## config.mk

```make
export PLATFORM = sky130hd
export DESIGN_NAME = multiply_accumulate
export DESIGN_NICKNAME = d
export VERILOG_FILES = /design/src/rtl/mac_pkg.sv /design/src/rtl/sat_add.sv /design/src/rtl/multiply_accumulate.sv
export SDC_FILE = /design/constraint.sdc
export NUM_CORES = 1
export LEC_CHECK = 0
export ABC_AREA = 0
export BUFFER_PORTS_ARGS = -buffer_cell sky130_fd_sc_hd__buf_2
export CAP_MARGIN = 0
export CORE_ASPECT_RATIO = 1.5
export CORE_MARGIN = 1
export CORE_UTILIZATION = 47
export CTS_CLUSTER_DIAMETER = 50
export DETAILED_ROUTE_END_ITERATION = 8
export GPL_TIMING_DRIVEN = 0
export PLACE_DENSITY_LB_ADDON = 0.3
export SETUP_SLACK_MARGIN = 0.15
export SLEW_MARGIN = 15
export SYNTH_ARGS = -nofsm -noshare
export SYNTH_HDL_FRONTEND = slang
export SYNTH_SLANG_ARGS = --single-unit
```

## constraint.sdc

```tcl
create_clock -name clk -period 5.1 [get_ports clk]
set_input_delay 0.255 -clock clk [delete_from_list [all_inputs] [get_ports clk]]
set_output_delay 0.255 -clock clk [all_outputs]
set_load 0.1 [all_outputs]
```

## src/rtl/mac_pkg.sv

```systemverilog
// Shared types and clamp constants for the soft MAC accumulation stages.
package mac_pkg;

  typedef enum logic {
    ACCUM = 1'b0,
    HOLD  = 1'b1
  } mac_state_e;

  // Widest accumulator the clamp helpers can describe.
  localparam int MAX_W = 128;

  function automatic logic [MAX_W-1:0] acc_max(input int width, input bit sgn);
    logic [MAX_W-1:0] v;
    v = '0;
    for (int i = 0; i < MAX_W; i++) begin
      if (i < width - (sgn ? 1 : 0)) v[i] = 1'b1;
    end
    return v;
  endfunction

  function automatic logic [MAX_W-1:0] acc_min(input int width, input bit sgn);
    logic [MAX_W-1:0] v;
    v = '0;
    if (sgn) v[width-1] = 1'b1;
    return v;
  endfunction

endpackage

```

## src/rtl/sat_add.sv

```systemverilog
// Combinational WIDTH-bit adder with overflow detection and optional clamp.
module sat_add
  import mac_pkg::*;
#(
  parameter int WIDTH    = 80,
  parameter int SIGNED   = 0,
  parameter int SATURATE = 1
) (
  input  logic [WIDTH-1:0] a_i,
  input  logic [WIDTH-1:0] b_i,
  output logic [WIDTH-1:0] sum_o,
  output logic             ovf_o
);

  localparam logic [MAX_W-1:0] MAX_FULL = acc_max(WIDTH, SIGNED != 0);
  localparam logic [MAX_W-1:0] MIN_FULL = acc_min(WIDTH, SIGNED != 0);
  localparam logic [WIDTH-1:0] MAX_V    = MAX_FULL[WIDTH-1:0];
  localparam logic [WIDTH-1:0] MIN_V    = MIN_FULL[WIDTH-1:0];

  logic [WIDTH:0] raw;

  assign raw = {1'b0, a_i} + {1'b0, b_i};

  always_comb begin
    sum_o = raw[WIDTH-1:0];
    ovf_o = 1'b0;
    if (SIGNED != 0) begin
      ovf_o = (a_i[WIDTH-1] == b_i[WIDTH-1]) && (raw[WIDTH-1] != a_i[WIDTH-1]);
    end else begin
      ovf_o = raw[WIDTH];
    end
    // Signed overflow direction follows the common operand sign.
    if (ovf_o && (SATURATE != 0)) begin
      sum_o = ((SIGNED != 0) && a_i[WIDTH-1]) ? MIN_V : MAX_V;
    end
  end

endmodule

```

## src/rtl/multiply_accumulate.sv

```systemverilog
// Streaming frame accumulator behind the hard multiplier: sums products of a
// p_last-delimited frame and holds total, beat count and overflow until taken.
module multiply_accumulate
  import mac_pkg::*;
#(
  parameter int P_WIDTH   = 72,
  parameter int ACC_WIDTH = 80,
  parameter int CNT_WIDTH = 16,
  parameter int SIGNED    = 0,
  parameter int SATURATE  = 1
) (
  input  logic                 clk,
  input  logic                 reset,
  input  logic                 p_valid,
  output logic                 p_ready,
  input  logic [P_WIDTH-1:0]   p_data,
  input  logic                 p_last,
  output logic                 acc_valid,
  input  logic                 acc_ready,
  output logic [ACC_WIDTH-1:0] acc_data,
  output logic [CNT_WIDTH-1:0] acc_count,
  output logic                 acc_ovf
);

  mac_state_e           state_q, state_d;
  logic [ACC_WIDTH-1:0] sum_q, sum_d;
  logic [CNT_WIDTH-1:0] cnt_q, cnt_d;
  logic                 ovf_q, ovf_d;
  logic [ACC_WIDTH-1:0] data_q, data_d;
  logic [CNT_WIDTH-1:0] count_q, count_d;
  logic                 aovf_q, aovf_d;

  logic [ACC_WIDTH-1:0] p_ext;
  logic [ACC_WIDTH-1:0] base_sum;
  logic [CNT_WIDTH-1:0] base_cnt;
  logic [CNT_WIDTH-1:0] cnt_inc;
  logic                 base_ovf;
  logic [ACC_WIDTH-1:0] add_sum;
  logic                 add_ovf;
  logic                 accept;
  logic                 xfer;

  generate
    if (ACC_WIDTH == P_WIDTH) begin : g_ext_none
      assign p_ext = p_data;
    end else if (SIGNED != 0) begin : g_ext_sign
      assign p_ext = {{(ACC_WIDTH-P_WIDTH){p_data[P_WIDTH-1]}}, p_data};
    end else begin : g_ext_zero
      assign p_ext = {{(ACC_WIDTH-P_WIDTH){1'b0}}, p_data};
    end
  endgenerate

  assign acc_valid = (state_q == HOLD);
  assign p_ready   = (state_q == ACCUM) || acc_ready;
  assign acc_data  = data_q;
  assign acc_count = count_q;
  assign acc_ovf   = aovf_q;

  assign accept = p_valid && p_ready;
  assign xfer   = acc_valid && acc_ready;

  // A beat accepted while a result is held always opens a fresh frame.
  assign base_sum = (state_q == HOLD) ? '0 : sum_q;
  assign base_cnt = (state_q == HOLD) ? '0 : cnt_q;
  assign base_ovf = (state_q == HOLD) ? 1'b0 : ovf_q;
  assign cnt_inc  = (base_cnt == '1) ? base_cnt : base_cnt + CNT_WIDTH'(1);

  sat_add #(
    .WIDTH   (ACC_WIDTH),
    .SIGNED  (SIGNED),
    .SATURATE(SATURATE)
  ) u_add (
    .a_i  (base_sum),
    .b_i  (p_ext),
    .sum_o(add_sum),
    .ovf_o(add_ovf)
  );

  always_comb begin
    state_d = state_q;
    sum_d   = sum_q;
    cnt_d   = cnt_q;
    ovf_d   = ovf_q;
    data_d  = data_q;
    count_d = count_q;
    aovf_d  = aovf_q;
    if (accept) begin
      if (p_last) begin
        data_d  = add_sum;
        count_d = cnt_inc;
        aovf_d  = base_ovf | add_ovf;
        sum_d   = '0;
        cnt_d   = '0;
        ovf_d   = 1'b0;
        state_d = HOLD;
      end else begin
        sum_d   = add_sum;
        cnt_d   = cnt_inc;
        ovf_d   = base_ovf | add_ovf;
        state_d = ACCUM;
      end
    end else if (xfer) begin
      sum_d   = '0;
      cnt_d   = '0;
      ovf_d   = 1'b0;
      state_d = ACCUM;
    end
  end

  always_ff @(posedge clk or posedge reset) begin
    if (reset) begin
      state_q <= ACCUM;
      sum_q   <= '0;
      cnt_q   <= '0;
      ovf_q   <= 1'b0;
      data_q  <= '0;
      count_q <= '0;
      aovf_q  <= 1'b0;
    end else begin
      state_q <= state_d;
      sum_q   <= sum_d;
      cnt_q   <= cnt_d;
      ovf_q   <= ovf_d;
      data_q  <= data_d;
      count_q <= count_d;
      aovf_q  <= aovf_d;
    end
  end

endmodule
```

==> results of run 1 <==
[placed cells by master (no fill, tap or decap), types with 15 or more instances in the layout]
cell         n
xor2_1      30
dfrtp_1    195
nor2_1     123
nand3_1     28
xnor2_1     43
nand4_1     37
nand2_1    255
buf_2      183
o21bai_1    19
a31oi_1     15
inv_1       30
a21o_1      29
o21ai_0    191
nor3_1      21
ha_1        73
clkbuf_16   17
nor2b_1     80
o21ai_1     16
o211ai_1    20
clkbuf_1    73
a21oi_1    125
[metal layers]
| layer | vias to the layer above | global-route usage, % | part of all wire (%) |
|---|---|---|---|
| li1 | 6229 | - | - |
| met1 | 6310 | 34.7 | 38 |
| met2 | 384 | 57.7 | 52 |
| met3 | 118 | 4.60 | 4.2 |
| met4 | 4 | 18.6 | 5.3 |
| met5 | - | 0 | 0.065 |
[worst min-delay path: cells and delay by family]
| family | cells | cell delay (ns) |
|---|---|---|
| and+or+nand+nor | 1 | 0.04 |
| AOI/OAI and AO/OA | 1 | 0.13 |
| adders and majority gates | 1 | 0.12 |
| buffers and inverters | 1 | 0.08 |
[path summary, 6_finish.rpt]
kind	start	to	slack, ns	cells after the start
max in group asynchronous	reset	sum_q[22]$_DFFE_PP0P_	3.37	7
worst max-delay path	acc_valid$_DFFE_PP0P_	sum_q[77]$_DFFE_PP0P_	0.34	13
worst min-delay path	p_data[0]	sum_q[0]$_DFFE_PP0P_	0.19	4
worst min register to register	acc_data[35]$_DFFE_PP0P_	acc_data[35]$_DFFE_PP0P_	0.47	2
worst max register to register	acc_valid$_DFFE_PP0P_	sum_q[77]$_DFFE_PP0P_	0.34	13
min in group asynchronous	reset	sum_q[63]$_DFFE_PP0P_	0.44	3
[flip-flops by register name, indices dropped and copies added, names as in the netlist]
signal / cells
cnt_q: 16
sum_q: 80
acc_data: 80
ovf_q: 1
acc_valid: 1
acc_ovf: 1
acc_count: 16
[kinds of logic after synthesis]
| family | after synthesis | share of synthesized area [%] |
|---|---|---|
| simple gates | 611 | 21.4 |
| compound gates | 540 | 25.0 |
| flops | 195 | 36.6 |
| buf+inv | 131 | 4.31 |
| fa+ha+maj | 74 | 7.00 |
| xor+xnor | 73 | 4.79 |
| mux | 11 | 0.863 |
[repair_timing]
action                     CTS  global route
buffers inserted             0             4
gates resized for setup      7             8
setup endpoints to repair  162            95
cloned                       0             0
hold buffers                 1             0
hold endpoints to repair    24             0
pin swaps                    1             1
[cell usage after synthesis, types with 21 or more instances]
cell	instances
a21o_1	29
a21oi_1	126
clkbuf_1	77
dfrtp_1	195
ha_1	73
inv_1	31
nand2_1	255
nand3_1	28
nand4_1	37
nor2_1	123
nor2b_1	80
nor3_1	21
o21ai_0	191
xnor2_1	43
xor2_1	30
[layout make-up]
cell class	instances	share of cell area [%]
multi-input combinational	1309	51.2
sequential	195	31.6
timing repair buffer	186	6.88
buffer	99	3.01
clock buffer	19	2.86
tap	346	2.80
clock inverter	13	0.963
inverter	31	0.777
[through the flow]
| stage | hold WS (ns) | power, W | cell area [µm²] | util (%) | setup slack (ns) |
|---|---|---|---|---|---|
| finish | 0.187 | 0.00706 | 15500 | 55.3 | 0.342 |
| global route | 0.208 | 0.00741 | 15500 | 55.3 | 0.152 |
| CTS | 0.158 | 0.00708 | 15400 | 55.1 | 0.280 |
| detailed placement | 0.376 | 0.00566 | 14800 | 52.9 | -1.14 |
| global placement | 0.452 | 0.00561 | 14700 | 52.4 | -1.14 |
| floorplan | 0.442 | 0.00488 | 13300 | - | 0.443 |
[power breakdown]
| part | internal [W] | total, W | switching, W |
|---|---|---|---|
| clock network | 0.000744 | 0.00140 | 0.000658 |
| logic | 0.000839 | 0.00363 | 0.00279 |
| registers | 0.00186 | 0.00203 | 0.000170 |
| total | 0.00344 | 0.00706 | 0.00362 |
==> results.md, run 1 <==
* Area contributors post-synth: dfrtp_1 (37%), nand2_1 (7.2%), o21ai_0 (7.2%)
* Power per cell area at between 400 and 500 mW/mm²
* Final WL at roughly 45,000 µm
* Clock Path Buffers at 2
* Vias in the first global route at around 13,000
* Die area at about 0.029 mm²
* Unrepaired setup endpoints after global routing: true
* H-tree levels at 4
* Fmax at around 0.21 GHz
* WL/cell at between 20 and 25 µm
* Initial DRC count at 841
* Unique cell type count in the Yosys netlist at 78
* Crit share post-route at 93.3%
* Synthesized instance count at 1,635
* CTS clk-pin slew, worst paths at 0.08 ns
* Layout Cells excl Fill at around 2,200
* Die Width at ~140 µm
* Multi-input logic area at approximately 0.0079 mm²
* Gr ovfl total at 0
* Via count at approximately 13,000
* Mapped Nets at around 1,800
* Filler Cell Count at 2,701
* # DRC at 0
* Min cycle time layout at ~4.8 ns
* TritonCTS clock tree: built
* Diodes inserted at 0
* Dominant cell type by area after synthesis: dfrtp_1
* Relative slew slack at 34.7%
* Max-slew violation count at 0
* Share of flip-flops with an asynchronous set or reset at 100%
* Synth warn at 0
* CTS root buf: clkbuf_16
* Num CTS Buffers at 17
* Vias per inst at between 5 and 6
* Die height at roughly 210 µm
* Number of synthesized flops with an enable pin at 0
* Buf+Inv Stages, Crit Path at 2
* Register Area at a little under 0.005 mm²
* Synth Register Bits at roughly 200
* Status: finished clean
* Placer congestion estimate at between 0.9 and 1
* Number of nets in the layout at roughly 2,000
* Ports at 176
* Final hold violations at 0
* Largest net degree at the start of global routing at 38
* Setup TNS at 0 ns
* HP Class: in -> reg
* Critical path cell sequence: buf_4, clkbuf_2, nor2b_1, ha_1, a21oi_1, o21ai_0, a2111oi_0, o211ai_1, o31ai_1, a21oi_2, o2111ai_1, o21ai_0, a22o_1
* Dpl cells at ~2,200
* Number of max-cap violations at 0
* DRT Pass-1 Iters at 6
* Clock Skews at between 0.01 and 0.015 ns
* Synthesized cell area at 0.0133 mm²
* Layout cell share with drive strength beyond 1 at roughly 15%
* First-pass GRT wire length at between 70,000 and 80,000 µm
* Main synth FF type: dfrtp_1
* Critical path arrival at roughly 5.1 ns
* Sequential share of the synthesized area at roughly 37%
* Slowest-stage cell, CP: o31ai_1
* Crit. End Element: flop
* Slew @ Worst Pin at about 0.98 ns
* IO Port Bufs at 175
* Avg Inst Size Synth at between 8 and 9 µm²
* Detailed placement HPWL at roughly 36,000 µm
* Crit path kind: reg -> reg
* Post-DRT Antenna Nets at 0
* P_leak at ~7.2 nW
* CP peak stage delay at approximately 0.71 ns
* Core area at ~0.028 mm²
* Final setup vio count at 0
* Clk Latency, worst-skew pair at about 0.47 ns
* CP delay by family, top: compound AO/OA/AOI/OAI gates
* Worst Path Required at about 5.5 ns
* Worst setup SP type: flop
* Top-area cell type share of the netlist area at a little over a third
* Worst vdd ir at 277 µV
* Core Rows at 75
* Initial antenna violation count at 2
* GRT Overall Usage at a little under a third
* Area Growth Syn to Fin at 15.9%
* Initial Util at between 40% and 50%
* Clk sink count at 195
* Cell mode on critical path: o21ai_0
* CP max FO at 19
(Power assumes the default switching activity.)
==> run 2: changes to the inputs <==
--- a/config.mk
+++ b/config.mk
@@ -6,13 +6,13 @@
 export NUM_CORES = 1
 export LEC_CHECK = 0
 export ABC_AREA = 0
-export BUFFER_PORTS_ARGS = -buffer_cell sky130_fd_sc_hd__buf_2
 export CAP_MARGIN = 0
 export CORE_ASPECT_RATIO = 1.5
 export CORE_MARGIN = 1
 export CORE_UTILIZATION = 47
 export CTS_CLUSTER_DIAMETER = 50
 export DETAILED_ROUTE_END_ITERATION = 8
+export DONT_BUFFER_PORTS = 1
 export GPL_TIMING_DRIVEN = 0
 export PLACE_DENSITY_LB_ADDON = 0.3
 export SETUP_SLACK_MARGIN = 0.15
==> results.md, run 2 (same netlist as run 1, synthesis figures left out) <==
* Number of nets in the layout at 1,819 (was 1,990)
* Gr ovfl total at 0 (unchanged)
* Die Width at 140 µm (unchanged)
* Final worst slack at 0.363 ns (was 0.342 ns)
* Crit path kind: reg -> reg (unchanged)
* Relative slew slack at 24.1% (was 34.7%)
* Detailed placement HPWL at 35,000 µm (was 35,500 µm)
* Clock Skews at 0.0143 ns (was 0.0119 ns)
* Crit. End Element: flop (unchanged)
* Max-slew violation count at 0 (unchanged)
* CTS root buf: clkbuf_16 (unchanged)
* Clk Latency, worst-skew pair at 0.48 ns (was 0.47 ns)
* Core area at 0.0280 mm² (unchanged)
* CTS clk-pin slew, worst paths at 0.08 ns (about the same)
* Diodes inserted at 0 (unchanged)
* Min cycle time layout at 4.74 ns (was 4.76 ns)
* Clock share of power at 19.7% (was 19.9%)
* Sw frac at 53.3% (was 51.3%)
* Flop-to-flop setup slack at 0.36 ns (was 0.34 ns)
* P_leak at 6.52 nW (was 7.23 nW)
* Critical path arrival at 5.15 ns (was 5.11 ns)
* Net Sw Power at 0.00363 W (was 0.00362 W)
* Fmax at 0.211 GHz (was 0.210 GHz)
* Hold_sp: p_data[0] (unchanged)
* Commonest non-fill, non-tap cells in the layout: nand2_1 (253), dfrtp_1 (194), o21ai_0 (186), a21oi_1 (124), nor2_1 (122) (was nand2_1 (255), dfrtp_1 (195), o21ai_0 (191), buf_2 (183), a21oi_1 (125))
* First-pass GRT wire length at 69,600 µm (was 70,700 µm)
* GRT Overall Usage at 31.6% (was 31.7%)
* H-tree levels at 4 (unchanged)
* Core Rows at 75 (unchanged)
* WL/cell at 22.0 µm (was 20.4 µm)
* Final setup vio count at 0 (unchanged)
* Post-DRT Antenna Nets at 0 (unchanged)
* Worst setup SP type: flop (unchanged)
* Initial Util at 47.7% (unchanged)
* Worst vdd ir at 272 µV (was 277 µV)
* CP max FO at 10 (was 19)
* Place WS at -2.03 ns (was -1.14 ns)
* Area Growth Syn to Fin at 10.1% (was 15.9%)
* Layout cell share with drive strength beyond 1 at 7.73% (was 14.7%)
* Unrepaired setup endpoints after global routing: false (was true)
* Vias per inst at 6.15 (was 5.93)
* Die area at 0.0291 mm² (unchanged)
* Vias in the first global route at 12,500 (was 13,200)
* Int Power at 0.00318 W (was 0.00344 W)
* TritonCTS clock tree: built (unchanged)
* Status: finished clean (unchanged)
* Worst Path Required at 5.51 ns (was 5.46 ns)
* Filler Cell Count at 2,692 (was 2,701)
* Combinational power share at 28.6% (was 51.4%)
* Largest net degree at the start of global routing at 38 (unchanged)
* # DRC at 0 (unchanged)
* Multi-input logic area at 0.00802 mm² (was 0.00791 mm²)
* Path depth of the worst reg2reg path at 15 (was 13)
* DRT Pass-1 Iters at 7 (was 6)
* Via count at 12,500 (was 13,000)
* Power per cell area at 463 mW/mm² (was 457 mW/mm²)
* Commonest non-fill, non-tap cell in the layout: nand2_1 (unchanged)
* Ports at 176 (unchanged)
* Final WL at 44,600 µm (was 44,800 µm)
* FF-to-FF Start: acc_valid$_DFFE_PP0P_ (unchanged)
* Register Area at 0.00488 mm² (about the same)
* Clock Path Buffers at 2 (unchanged)
* Final hold violations at 0 (unchanged)
* Die height at 208 µm (unchanged)
* Hold EP: sum_q[0]$_DFFE_PP0P_ (unchanged)
* Crit share post-route at 92.9% (was 93.3%)
* HP Class: in -> reg (unchanged)
* Hold path depth at 3 (was 4)
* Slew @ Worst Pin at 1.14 ns (was 0.979 ns)
* Reg power frac at 51.7% (was 28.7%)
* Post-placement cell area at 0.0139 mm² (was 0.0148 mm²)
* FF-to-FF End: sum_q[63]$_DFFE_PP0P_ (was sum_q[77]$_DFFE_PP0P_)
* Number of max-cap violations at 0 (unchanged)
* Pwr Total at 0.00681 W (was 0.00706 W)
* Clk sink count at 195 (unchanged)
* IO Port Bufs at 0 (was 175)
* Placer congestion estimate at 0.954 (was 0.971)
* Initial DRC count at 766 (was 841)
* Num CTS Buffers at 17 (unchanged)
* Post-layout instance area at 0.0147 mm² (was 0.0155 mm²)
* Initial antenna violation count at 0 (was 2)
==> run 2: stage by stage <==
step	util, %	instances	hold slack [ns]	setup TNS [ns]
finish	52.5	2027	0.104	0
global route	52.5	2027	0.128	0
CTS	52.1	2026	0.0945	0
detailed placement	49.6	1986	0.265	-205.99
global placement	49.3	1981	0.455	-199.56
floorplan	-	1635	0.442	0
==> run 2: power by group through the flow <==
stage | logic (W) | clock network (W) | registers [W]
global route | 0.00216 | 0.00142 | 0.00356
finish | 0.00194 | 0.00134 | 0.00352
global placement | 0.00183 | 0 | 0.00354
floorplan | 0.00140 | 0 | 0.00347
detailed placement | 0.00188 | 0 | 0.00355
CTS | 0.00190 | 0.00137 | 0.00352
==> run 2: layout make-up <==
class                      count  area share [%]
multi-input combinational   1309            54.6
sequential                   195            33.2
buffer                       100            3.36
tap                          346            2.95
clock buffer                  17            2.90
timing repair buffer          14            1.16
clock inverter                15           0.988
inverter                      31           0.818
==> run 2: worst max-delay path by stage <==
stage	startpoint	end	cells past startpoint
after floorplan	acc_valid$_DFFE_PP0P_	sum_q[75]$_DFFE_PP0P_	16
after global placement	acc_valid$_DFFE_PP0P_	acc_data[38]$_DFFE_PP0P_	15
after detailed placement	acc_valid$_DFFE_PP0P_	acc_data[38]$_DFFE_PP0P_	15
after CTS	acc_valid$_DFFE_PP0P_	acc_data[73]$_DFFE_PP0P_	14
after global routing	acc_valid$_DFFE_PP0P_	sum_q[70]$_DFFE_PP0P_	15
final	acc_valid$_DFFE_PP0P_	sum_q[63]$_DFFE_PP0P_	15
==> run 2: worst max-delay path, cell delays in order, from the launching register on <==
cell       delay [ns]
dfrtp_4          0.62
clkbuf_4         0.31
buf_6            0.23
clkbuf_2         0.28
nor2b_1          0.08
ha_1             0.28
clkbuf_1         0.28
a21oi_1          0.15
o21bai_1         0.14
a21oi_1          0.22
a2111oi_0        0.62
o21ai_0          0.31
o2111ai_2        0.41
a21oi_2          0.15
or4_1            0.50
nand3_1          0.08
==> run 2: repair_timing <==
| item | in CTS | in global routing |
|---|---|---|
| hold buffers | 1 | 0 |
| cloned | 0 | 0 |
| resized for setup | 27 | 46 |
| hold endpoints to repair | 27 | 0 |
| buffers inserted | 7 | 1 |
| pin swaps | 2 | 2 |
| endpoints found under the setup margin | 181 | 162 |
==> run 2: per-layer routing <==
layer  global-route usage, %  wire [µm]  vias up
met2                    56.6      22800      420
li1                        -          -     5894
met4                    18.3       2670        0
met3                    6.44       2580      130
met5                       0          0        -
met1                    34.3      16500     6027
